## src/rtl/display_pkg.sv

```systemverilog
// display_pkg
// Shared display types and constants for the layer compositor.
//   rgb_t        : 24-bit RGB888 pixel, red in [23:16], blue in [7:0]
//   layer_box_t  : inclusive rectangle bounds of one sprite layer
//   FIELD_*      : default game-field border position
//   BORDER_*     : border colours (idle white, flashing red)
//   blend_half() : 50% blend of two pixels, per 8-bit channel
package display_pkg;

  localparam int FIELD_W_DEFAULT = 960;
  localparam int FIELD_H_DEFAULT = 640;

  typedef logic [23:0] rgb_t;

  localparam rgb_t BORDER_WHITE = 24'hFF_FF_FF;
  localparam rgb_t BORDER_RED   = 24'hFF_00_00;
  localparam rgb_t COLOR_BLACK  = 24'h00_00_00;

  typedef struct packed {
    logic [11:0] x;
    logic [10:0] y;
    logic [11:0] xmax;
    logic [10:0] ymax;
  } layer_box_t;

  // Each channel is (top >> 1) + (under >> 1). Both halves are at most
  // 127, so the sum is at most 254 and the 8-bit result cannot overflow.
  function automatic rgb_t blend_half(rgb_t top, rgb_t under);
    rgb_t res;
    res = COLOR_BLACK;
    for (int c = 0; c < 3; c++) begin
      res[c*8 +: 8] = {1'b0, top[c*8+1 +: 7]} + {1'b0, under[c*8+1 +: 7]};
    end
    return res;
  endfunction

endpackage

```

## src/rtl/layer_hit_test.sv

```systemverilog
// layer_hit_test
// Purely combinational bounds test of one pixel against one layer box.
//   i_hcount, i_vcount : pixel coordinates
//   i_box              : inclusive bounds (x..xmax, y..ymax)
//   i_en               : layer enable
//   o_hit              : pixel lies inside an enabled box
// All compares are unsigned at 12 bits. A box with x > xmax or y > ymax
// has an empty range and therefore never hits.
module layer_hit_test
  import display_pkg::*;
(
  input  logic [10:0] i_hcount,
  input  logic [9:0]  i_vcount,
  input  layer_box_t  i_box,
  input  logic        i_en,
  output logic        o_hit
);

  logic [11:0] w_h;
  logic [11:0] w_v;
  logic [11:0] w_y;
  logic [11:0] w_ymax;

  assign w_h    = {1'b0, i_hcount};
  assign w_v    = {2'b00, i_vcount};
  assign w_y    = {1'b0, i_box.y};
  assign w_ymax = {1'b0, i_box.ymax};

  assign o_hit = i_en
               & (w_h >= i_box.x) & (w_h <= i_box.xmax)
               & (w_v >= w_y)     & (w_v <= w_ymax);

endmodule

```

## src/rtl/game_layer_compositor.sv

```systemverilog
// game_layer_compositor
// Composites NUM_LAYERS rectangular sprite layers over a black background
// and draws a game-field border line that can flash red after a hit.
//   clk_in, rst_in          : pixel clock, synchronous active-high reset
//   hcount_in, vcount_in    : current pixel coordinates
//   nf_in                   : new-frame strobe; latches layer setup, ticks flash
//   box_*_in                : per-layer inclusive bounds
//   layer_color_in          : per-layer RGB888 colour
//   layer_en_in/_trans_in   : per-layer enable and 50% transparency
//   hit_in                  : (re)starts the border flash
//   pixel_out               : composited pixel, 2 cycles after its coordinates
//   hcount_out, vcount_out  : coordinates aligned with pixel_out
// Stage 1 registers per-layer hits and the border flag; stage 2 blends the
// hits in priority order (layer 0 on top) and registers the result.
module game_layer_compositor
  import display_pkg::*;
#(
  parameter int NUM_LAYERS   = 4,
  parameter int FIELD_W      = FIELD_W_DEFAULT,
  parameter int FIELD_H      = FIELD_H_DEFAULT,
  parameter int FLASH_FRAMES = 30
) (
  input  logic                         clk_in,
  input  logic                         rst_in,
  input  logic [10:0]                  hcount_in,
  input  logic [9:0]                   vcount_in,
  input  logic                         nf_in,
  input  logic [NUM_LAYERS-1:0][11:0]  box_x_in,
  input  logic [NUM_LAYERS-1:0][11:0]  box_xmax_in,
  input  logic [NUM_LAYERS-1:0][10:0]  box_y_in,
  input  logic [NUM_LAYERS-1:0][10:0]  box_ymax_in,
  input  logic [NUM_LAYERS-1:0][23:0]  layer_color_in,
  input  logic [NUM_LAYERS-1:0]        layer_en_in,
  input  logic [NUM_LAYERS-1:0]        layer_trans_in,
  input  logic                         hit_in,
  output logic [23:0]                  pixel_out,
  output logic [10:0]                  hcount_out,
  output logic [9:0]                   vcount_out
);

  localparam int FLASH_W = $clog2(FLASH_FRAMES + 1);

  // Shadow copies of the layer setup, only updated on nf_in so geometry
  // and colours stay stable for a whole frame.
  layer_box_t            r_box   [NUM_LAYERS];
  rgb_t                  r_color [NUM_LAYERS];
  logic [NUM_LAYERS-1:0] r_en;
  logic [NUM_LAYERS-1:0] r_trans;

  logic [NUM_LAYERS-1:0] w_hit;
  logic [NUM_LAYERS-1:0] r_s1_hit;
  logic [10:0]           r_s1_h;
  logic [9:0]            r_s1_v;
  logic                  r_s1_border;

  logic [FLASH_W-1:0]    r_flash_cnt;
  logic                  w_flash_bit2;
  logic                  w_border;
  rgb_t                  w_border_color;
  rgb_t                  w_comp;
  rgb_t                  w_pixel;

  // Per-layer shadow registers and bounds test
  for (genvar gi = 0; gi < NUM_LAYERS; gi++) begin : g_layer
    always_ff @(posedge clk_in) begin
      if (rst_in) begin
        r_box[gi]   <= '0;
        r_color[gi] <= '0;
        r_en[gi]    <= 1'b0;
        r_trans[gi] <= 1'b0;
      end else if (nf_in) begin
        r_box[gi]   <= '{x: box_x_in[gi], y: box_y_in[gi],
                         xmax: box_xmax_in[gi], ymax: box_ymax_in[gi]};
        r_color[gi] <= layer_color_in[gi];
        r_en[gi]    <= layer_en_in[gi];
        r_trans[gi] <= layer_trans_in[gi];
      end
    end

    layer_hit_test u_hit (
      .i_hcount (hcount_in),
      .i_vcount (vcount_in),
      .i_box    (r_box[gi]),
      .i_en     (r_en[gi]),
      .o_hit    (w_hit[gi])
    );
  end

  // Border line: vertical at x=FIELD_W and horizontal at y=FIELD_H,
  // each clipped to the field extent. Compared at 12 bits.
  assign w_border = (({1'b0, hcount_in} == 12'(FIELD_W)) &&
                     ({2'b00, vcount_in} <= 12'(FIELD_H))) ||
                    (({2'b00, vcount_in} == 12'(FIELD_H)) &&
                     ({1'b0, hcount_in} <= 12'(FIELD_W)));

  // Stage 1
  always_ff @(posedge clk_in) begin
    if (rst_in) begin
      r_s1_hit    <= '0;
      r_s1_h      <= '0;
      r_s1_v      <= '0;
      r_s1_border <= 1'b0;
    end else begin
      r_s1_hit    <= w_hit;
      r_s1_h      <= hcount_in;
      r_s1_v      <= vcount_in;
      r_s1_border <= w_border;
    end
  end

  // Flash counter: a hit reloads even when a frame tick arrives together.
  always_ff @(posedge clk_in) begin
    if (rst_in) begin
      r_flash_cnt <= '0;
    end else if (hit_in) begin
      r_flash_cnt <= FLASH_W'(FLASH_FRAMES);
    end else if (nf_in && (r_flash_cnt != '0)) begin
      r_flash_cnt <= r_flash_cnt - FLASH_W'(1);
    end
  end

  // A counter narrower than 3 bits has no bit 2, so it never shows red.
  if (FLASH_W > 2) begin : g_bit2
    assign w_flash_bit2 = r_flash_cnt[2];
  end else begin : g_no_bit2
    assign w_flash_bit2 = 1'b0;
  end

  assign w_border_color = ((r_flash_cnt != '0) && w_flash_bit2) ? BORDER_RED
                                                                 : BORDER_WHITE;

  // Stage 2 compositing: walk from the lowest-priority layer up to layer 0
  always_comb begin
    w_comp = COLOR_BLACK;
    for (int i = NUM_LAYERS - 1; i >= 0; i--) begin
      if (r_s1_hit[i]) begin
        w_comp = r_trans[i] ? blend_half(r_color[i], w_comp) : r_color[i];
      end
    end
    w_pixel = r_s1_border ? w_border_color : w_comp;
  end

  always_ff @(posedge clk_in) begin
    if (rst_in) begin
      pixel_out  <= '0;
      hcount_out <= '0;
      vcount_out <= '0;
    end else begin
      pixel_out  <= w_pixel;
      hcount_out <= r_s1_h;
      vcount_out <= r_s1_v;
    end
  end

endmodule

```

## config.mk

```make
export PLATFORM = sky130hd
export DESIGN_NAME = game_layer_compositor
export DESIGN_NICKNAME = d
export VERILOG_FILES = /design/src/rtl/display_pkg.sv /design/src/rtl/layer_hit_test.sv /design/src/rtl/game_layer_compositor.sv
export SDC_FILE = /design/constraint.sdc
export NUM_CORES = 1
export LEC_CHECK = 0
export BUFFER_PORTS_ARGS = -buffer_cell sky130_fd_sc_hd__buf_2
export CORE_UTILIZATION = 58
export DETAILED_ROUTE_END_ITERATION = 16
export PLACE_DENSITY = 0.82
export SYNTH_ARGS = -nofsm -noshare
export SYNTH_HDL_FRONTEND = slang
export SYNTH_SLANG_ARGS = --single-unit
```

## constraint.sdc

```tcl
create_clock -name clk_in -period 16.3 [get_ports clk_in]
set_input_delay 4.89 -clock clk_in [delete_from_list [all_inputs] [get_ports clk_in]]
set_output_delay 4.89 -clock clk_in [all_outputs]
set_load 0.02 [all_outputs]
```

==> run metrics, run 1 <==
syn_nets 2,559; fin crit period 6.54 ns; Worst setup startpoint nf_in; startpoint types input port; die width 195 um; Slew Viols, Final 0; cts repair resizes 0; synthesized instance count 2,004; Primary FF master, synth edfxtp_1; GRT Total Usage 0.288; power per cell area 92.5 nW/um^2; placed cell area 23,700 um^2; top cell type's share of synthesized area 0.390; Critical Path AT 6.73 ns; max frequency 153 MHz; TNS Setup 0 ns; Core ar. 36,600 um^2; CTS tree built; Yosys Warn Count 0; first-pass GRT wire length 84.9 mm; Crit Path Max Fanout 72; routability cong. 0.949; Clock Latency Late Sink 0.58 ns; vias per cell 5.75; initial core utilization 0.589; Fin. Hold Viols 0; Clock Path Buffers 3; DRT Pass-1 Iters 5; WS Path Type in2reg; ranking of synthesized cells by area edfxtp_1 (39%), ha_1 (14%), and2_1 (8.2%); worst path cell trace buf_2 -> or2_4 -> buf_4; Remaining DRCs 0; Worst Skew 0.0231 ns; Layout Nets 2,893; worst min path class reg2reg; Max VDD drop 0.0960 mV; initial antenna violation count 3; worst path required time 16.49 ns; Synth Cell Area 21,600 um^2; Worst Tran Pin Value 1.22 ns; post-CTS setup buffers 0; RR Startpoint r_trans[3]; clk root buf clkbuf_16; design area 25,000 um^2; total grt overflow 0; Cell Rows 70; outcome finished clean; WP buf/inv 2; Post-DP HPWL 40.2 mm; Cell variety after synth 80; synthesis-to-layout area growth 16.2%; Seq/Total Area, Yosys 0.468; DRT iter0 DRCs 1,124; Max H-tree Level 2; vias in the first global route 16,500; Synth Register Bits 364; Routed Antenna Nets 0; worst hold slack 0.432 ns; final setup vio count 0; via count 16,300; IO Port Bufs 357; CP Capture Type flip-flop; Post-synth top cells and2_1 (281), edfxtp_1 (280), ha_1 (233), inv_1 (179), a21oi_1 (87); cell taking the most area after synthesis edfxtp_1; Leak Pwr 11.3 nW; pin count of the biggest net entering global routing 171; CP top delay family buffers and inverters; worst stage delay on the critical path 0.84 ns; Avg Synthesized Cell Area 10.8 um^2; MaxCap Viol Count 0; clk sinks 364; Num CTS Buffers 41; most common cell in the netlist and2_1; CTS Hold Buffers Added 0; Total Wirelength 54.9 mm; Period Utilization, post-route 0.401; ys async rst share 0; Die ar. 38,000 um^2; Slew HR 0.189; RSZ-0062 raised after global routing false; chip height 195 um; HP Start r_s1_v[4]; Boundary Pins 358; slowest cell on the critical path buf_4; Reg clk slew, reported paths 0.06 ns; Post-synth EDFFs 280; drt wl/cell 19.3 um; fraction of layout cells with a size suffix above 1 0.190
-- kinds of logic (layout without fill, tap and decap cells) --
kind of cell               after synthesis  after routing  share of synthesized area
and+or+nand+nor                        627            627                      0.168
buffers and inverters                  258            625                     0.0463
AOI/OAI and AO/OA                      423            423                      0.133
other                                    0              2                          0
muxes                                   71             71                     0.0335
adders and majority gates              242            242                      0.144
xor gates and xnor gates                19             19                    0.00772
DFF                                    364            364                      0.468
-- worst paths after layout --
check                   end  slack [ns]  depth (start not counted)
max          r_color[2][18]        9.76                          3
min           vcount_out[4]        0.43                          1
max reg2reg   pixel_out[14]       10.43                         21
min reg2reg   vcount_out[4]        0.43                          1
-- layout by cell type (no fill, tap or decap), drive strengths merged, types with 13 or more instances in the layout --
master    n
dfxtp    84
nand4    21
o211ai   24
nor2b    56
and2    281
o21ai    80
a211oi   35
nand2b   24
nand2    67
xnor2    17
nor2     80
edfxtp  280
mux2i    61
o21bai   13
a21oi    87
o21a     27
buf     369
nand3    17
a211o    18
a31oi    14
clkbuf   64
ha      233
inv     181
nor3     21
a21o     50
-- state kept, by name, indices dropped and copies added (netlist names) --
| signal | cells |
|---|---|
| vcount_out | 10 |
| r_s1_hit | 4 |
| r_color | 96 |
| r_s1_border | 1 |
| r_box | 184 |
| r_s1_h | 11 |
| pixel_out | 24 |
| r_flash_cnt | 5 |
| r_trans | 4 |
| r_en | 4 |
| hcount_out | 11 |
| r_s1_v | 10 |
-- stage by stage --
stage               setup slack (ns)   util  cells  total power, mW
global placement                9.21  0.648   2763             1.42
floorplan                       6.93      -   2004             1.32
global route                    9.62  0.684   2839             2.41
detailed placement              9.16  0.648   2763             1.44
CTS                             9.75  0.684   2839             2.33
finish                          9.76  0.684   2841             2.32
-- report_power, final --
| part | total, mW | internal (mW) | leakage (nW) | switching, mW |
|---|---|---|---|---|
| Sequential | 1.10 | 1.07 | 3.70 | 0.0306 |
| Combinational | 0.319 | 0.140 | 6.94 | 0.178 |
| Clock | 0.896 | 0.519 | 0.642 | 0.377 |
| Total | 2.32 | 1.73 | 11.3 | 0.586 |
-- metal layers --
layer	routed length [um]	up-vias	part of all wire	global-route usage
li1	-	7884	-	-
met1	21400	7675	0.39	0.347
met2	26800	625	0.49	0.493
met3	3770	156	0.069	0.0467
met4	2850	4	0.052	0.160
met5	23	-	0.00042	0
-- area by class of cell --
cell class,instances,area (um^2)
antenna,2,5.00
clock buffer,64,1220
clock inverter,12,91.3
fill,2792,11600
inverter,180,676
multi-input combinational,1382,10500
sequential,364,10100
tap,468,586
timing repair buffer,369,1890
Power figures use the tool's default switching activity.
==> inputs of run 2 (changes only) <==
==> constraint.sdc (replaced) <==
create_clock -name clk_in -period 6.2 [get_ports clk_in]
set_input_delay 1.86 -clock clk_in [delete_from_list [all_inputs] [get_ports clk_in]]
set_output_delay 1.86 -clock clk_in [all_outputs]
set_load 0.02 [all_outputs]
==> run metrics, run 2 (synthesis gave the netlist of run 1 again) <==
outcome finished clean; Period Utilization, post-route 0.873; CTS tree built; HP Start r_s1_h[8]; Die ar. 38,000 um^2 (unchanged); final setup vio count 0 (unchanged); Critical Path AT 5.89 ns (-0.84 ns); Max H-tree Level 2 (unchanged); fraction of layout cells with a size suffix above 1 0.192 (+0.00187); drt wl/cell 19.7 um (+2.2%); number of flip-flops in the largest register 184 (unchanged); Top reg by flops r_box; max frequency 185 MHz; vias in the first global route 16,700 (+1.2%); placement-stage worst setup slack 0.829 ns (-8.33 ns); die width 195 um (unchanged); startpoint types flip-flop; Setup crit end pixel_out[14]; routability cong. 0.933 (-1.7%); worst r2r dst pixel_out[14]; IO Port Bufs 357 (unchanged); Largest regs r_box x184, r_color x96, pixel_out x24; initial core utilization 0.589 (unchanged); Clock Path Buffers 3 (unchanged); Boundary Pins 358 (unchanged); diode count 0 (-2); Remaining DRCs 0 (unchanged); power after layout 6.33 mW (+170%); Reg clk slew, reported paths 0.06 ns (about the same); Core ar. 36,600 um^2 (unchanged); Post-DP HPWL 40.0 mm (-0.29%); Layout Nets 2,896 (+0.10%); Worst Skew 0.0135 ns (-0.00962 ns); vias per cell 5.81 (+1.0%); cts repair resizes 0 (unchanged); MaxCap Viol Count 0 (unchanged); post-CTS setup buffers 0 (unchanged); WS Path Type reg2reg; synthesis-to-layout area growth 16.8%; Slew HR 0.271 (+0.0822); Clock Latency Late Sink 0.58 ns (about the same); power per cell area 251 nW/um^2 (+170%); worst path required time 6.68 ns (-9.81 ns); GRT Total Usage 0.294 (+0.00528); fillers 2,690 (-3.7%); first-pass GRT wire length 85.8 mm (+1.1%); worst min path class reg2reg; clk sinks 364 (unchanged); Total Wirelength 56.1 mm (+2.2%); CTS Hold Buffers Added 0 (unchanged); Max VDD drop 0.213 mV (+120%); commonest cells after routing, fill and taps aside buf_2 (356), and2_1 (281), edfxtp_1 (280), ha_1 (233), inv_1 (179); initial antenna violation count 2 (-1); chip height 195 um (unchanged); DRT iter0 DRCs 1,119 (-0.44%); Fin. Hold Viols 0 (unchanged); fin crit period 5.41 ns; Num CTS Buffers 41 (unchanged); metal2 WL 27.3 mm (+1.9%); leading cell type in the layout, fill and taps excluded buf_2; via count 16,500 (+1.1%); Routed Antenna Nets 0 (unchanged); Util after Layout 0.688 (+0.00400); RSZ-0062 raised after global routing false; Highest Signal Layer met5; Slew Viols, Final 0 (unchanged); Worst Tran Pin Value 1.09 ns (-0.123 ns); CP Capture Type flip-flop; Crit Path Max Fanout 16 (-78%); met3 wire len 3.78 mm (+0.26%); TNS Setup 0 ns (unchanged); hold depth 1 (unchanged); reg2reg setup slack 0.79 ns (-9.64 ns); Worst setup startpoint r_trans[3]; Setup WS post-layout 0.789 ns (-8.97 ns); clk root buf clkbuf_16; Leak Pwr 11.4 nW (+0.68%); reg2reg path depth 20 (-4.8%); Cell Rows 70 (unchanged); total grt overflow 0 (unchanged); RR Startpoint r_trans[3]; DRT Pass-1 Iters 5 (unchanged); M1 WL 22.0 mm (+2.9%); pin count of the biggest net entering global routing 184 (+7.6%)
==> run 2: cell types whose count changed in the layout (fill, tap and decap cells not counted), moves of 2 or more <==
cell	change
bufinv_16	+6
clkbuf_8	-4
clkbuf_1	-3
buf_4	+2
diode_2	-2
==> run 2: power breakdown <==
group / leakage, nW / switching (mW) / total, mW / internal, mW
Sequential: 3.70 / 0.0890 / 2.91 / 2.82
Combinational: 6.96 / 0.473 / 0.847 / 0.374
Clock: 0.701 / 1.01 / 2.58 / 1.56
==> run 2: how the worst min path moves through the flow <==
stage          slack, ns             to
2_1_floorplan       0.41  hcount_out[0]
3_3_place_gp        0.42  vcount_out[9]
3_5_place_dp        0.42  hcount_out[5]
4_1_cts             0.44  hcount_out[9]
5_1_grt             0.46  vcount_out[1]
6_report            0.44  hcount_out[8]
==> run 2: area by class of cell <==
class | count | area [um^2] | share of cell area
repair buffers | 372 | 1930 | 0.0765
inverters | 180 | 676 | 0.0268
clock buffers | 57 | 1160 | 0.0459
clock inverters | 19 | 274 | 0.0109
well taps | 468 | 586 | 0.0232
flip-flops and latches | 364 | 10100 | 0.400
multi-input cells | 1382 | 10500 | 0.416
==> run 2: metal layers <==
layer  global-route usage  vias up
met5                    0        -
met4                0.160        4
met3               0.0465      169
met2                0.509      677
met1                0.350     7765
li1                     -     7906
==> run 2: per-stage QoR <==
step / hold slack (ns) / instance area, um^2 / instances
3_5_place_dp: 0.421 / 23800 / 2766
6_report: 0.437 / 25200 / 2842
2_1_floorplan: 0.414 / 21600 / 2004
3_3_place_gp: 0.417 / 23800 / 2766
5_1_grt: 0.462 / 25200 / 2842
4_1_cts: 0.436 / 25200 / 2842
==> run 2: critical path, cell delays in order, from the launching register on <==
cell	delay [ns]
dfxtp_1	0.80
mux2i_1	0.26
nor2_1	0.08
ha_1	0.26
fa_1	0.44
a211o_1	0.32
o211ai_1	0.14
mux2i_1	0.11
o32a_1	0.41
ha_1	0.43
or4bb_1	0.50
o211ai_1	0.10
nor3b_1	0.07
a21oi_1	0.23
ha_1	0.32
o21ai_0	0.10
o21bai_1	0.09
a21oi_1	0.19
xnor2_1	0.14
o211ai_1	0.09
a221oi_1	0.22
==> inputs of run 3 (changes only) <==
==> constraint.sdc (replaced) <==
create_clock -name clk_in -period 6.7 [get_ports clk_in]
set_input_delay 2.01 -clock clk_in [delete_from_list [all_inputs] [get_ports clk_in]]
set_output_delay 2.01 -clock clk_in [all_outputs]
set_load 0.02 [all_outputs]
==> run metrics, run 3 (synthesis gave the netlist of run 1 again) <==
leading cell type in the layout, fill and taps excluded buf_2; first-pass GRT wire length 86.1 mm (+0.42%); post-CTS setup buffers 0 (unchanged); number of flip-flops in the largest register 184 (unchanged); CP Capture Type flip-flop; fillers 2,753 (+2.3%); initial antenna violation count 3 (+1); worst path required time 7.17 ns (+0.49 ns); die width 195 um (unchanged); via count 16,500 (-0.13%); Cell Rows 70 (unchanged); Max VDD drop 0.214 mV (+0.37%); fin crit period 5.37 ns (-0.0398 ns); HP Start r_s1_h[9]; reg2reg setup slack 1.33 ns (+0.54 ns); Sequential Area 10,100 um^2 (unchanged); Num CTS Buffers 40 (-2.4%); Crit Path Max Fanout 13 (-3); hold depth 1 (unchanged); Multi-input gate area 10,500 um^2 (unchanged); max frequency 186 MHz (+0.74%); Worst Tran Pin Value 1.16 ns (+0.0620 ns); Layout Nets 2,896 (unchanged); Reg clk slew, reported paths 0.06 ns (about the same); MaxCap Viol Count 0 (unchanged); reg2reg path depth 22 (+10%); commonest cells after routing, fill and taps aside buf_2 (356), and2_1 (281), edfxtp_1 (280), ha_1 (233), inv_1 (179); Routed Antenna Nets 0 (unchanged); DRT iter0 DRCs 931 (-17%); Leak Pwr 11.3 nW (-0.79%); worst r2r dst pixel_out[22]; vias in the first global route 16,600 (-0.98%); WS Path Type reg2reg; Slew Viols, Final 0 (unchanged); chip height 195 um (unchanged); Worst setup startpoint r_trans[3]; vias per cell 5.81 (about the same); Clock Latency Late Sink 0.57 ns (about the same); Post-DP HPWL 40.6 mm (+1.4%); Boundary Pins 358 (unchanged); Remaining DRCs 0 (unchanged); CTS tree built; routability cong. 0.894 (-4.1%); IO Port Bufs 357 (unchanged); total grt overflow 0 (unchanged); synthesis-to-layout area growth 16.0%; startpoint types flip-flop; Critical Path AT 5.84 ns (-0.05 ns); RR Startpoint r_trans[3]; Max H-tree Level 2 (unchanged); clk root buf clkbuf_16; Period Utilization, post-route 0.802 (-0.0711); final setup vio count 0 (unchanged); outcome finished clean; pin count of the biggest net entering global routing 161 (-13%); Core ar. 36,600 um^2 (unchanged); Total Wirelength 55.5 mm (-1.1%); worst min path class reg2reg; cts repair resizes 0 (unchanged); power after layout 5.59 mW (-12%); fraction of layout cells with a size suffix above 1 0.191 (-0.000942); Largest regs r_box x184, r_color x96, pixel_out x24; DRT Pass-1 Iters 5 (unchanged); initial core utilization 0.589 (unchanged); TNS Setup 0 ns (unchanged); CTS Hold Buffers Added 0 (unchanged); RSZ-0062 raised after global routing false; Slew HR 0.230 (-0.0413); Die ar. 38,000 um^2 (unchanged); GRT Total Usage 0.293 (-0.000426); power per cell area 223 nW/um^2 (-11%); drt wl/cell 19.5 um (-1.0%); Worst Skew 0.0186 ns (+0.00513 ns); Clock Path Buffers 3 (unchanged); clk sinks 364 (unchanged); Top reg by flops r_box; Fin. Hold Viols 0 (unchanged); hold path endpoint hcount_out[9]
==> run 3: power by group <==
| part | total, mW | internal (mW) | switching, mW |
|---|---|---|---|
| logic | 0.781 | 0.344 | 0.437 |
| registers | 2.68 | 2.61 | 0.0783 |
| clock network | 2.13 | 1.22 | 0.907 |
| total | 5.59 | 4.17 | 1.42 |
==> run 3: cell type report <==
cell class	instances	area share
Multi-Input combinational cell	1382	0.419
Sequential cell	364	0.403
Timing Repair Buffer	373	0.0768
Clock buffer	53	0.0448
Inverter	180	0.0270
Tap cell	468	0.0234
Clock inverter	18	0.00565
Antenna cell	1	0.000100
==> run 3: worst max path at each step <==
stage / end
2_1_floorplan: r_box[0][0]
3_3_place_gp: pixel_out[22]
3_5_place_dp: pixel_out[22]
4_1_cts: pixel_out[22]
5_1_grt: pixel_out[22]
6_report: pixel_out[22]
==> run 3: critical path, stage by stage (launching register included) <==
cell	delay, ns
dfxtp_1	0.71
buf_4	0.33
mux2_2	0.35
nand2_1	0.11
inv_1	0.09
fa_1	0.46
xnor2_1	0.15
a211o_1	0.29
o21ai_1	0.19
ha_1	0.32
a211oi_1	0.38
o21bai_1	0.13
a211o_1	0.30
a22oi_1	0.14
a21o_1	0.16
inv_1	0.05
ha_1	0.33
o21ai_0	0.10
o21bai_1	0.09
a21oi_1	0.18
xnor2_1	0.13
o21ai_0	0.09
a221oi_1	0.21
==> run 3: metrics by stage <==
stage          hold slack (ns)   util  setup slack [ns]  cells  cell area, um^2
2_1_floorplan            0.414      -             0.211   2004            21600
3_3_place_gp             0.416  0.649              1.54   2767            23800
3_5_place_dp             0.425  0.649              1.39   2767            23800
4_1_cts                  0.425  0.683              1.38   2838            25000
5_1_grt                  0.438  0.683             0.946   2839            25000
6_report                 0.426  0.683              1.33   2839            25000
==> run 3: metal layers <==
metal | GRT usage | up-vias | routed length (um)
met3 | 0.0488 | 144 | 4130
met1 | 0.353 | 7830 | 21500
met2 | 0.512 | 614 | 27400
li1 | - | 7908 | -
met5 | 0 | - | 31
met4 | 0.137 | 4 | 2430
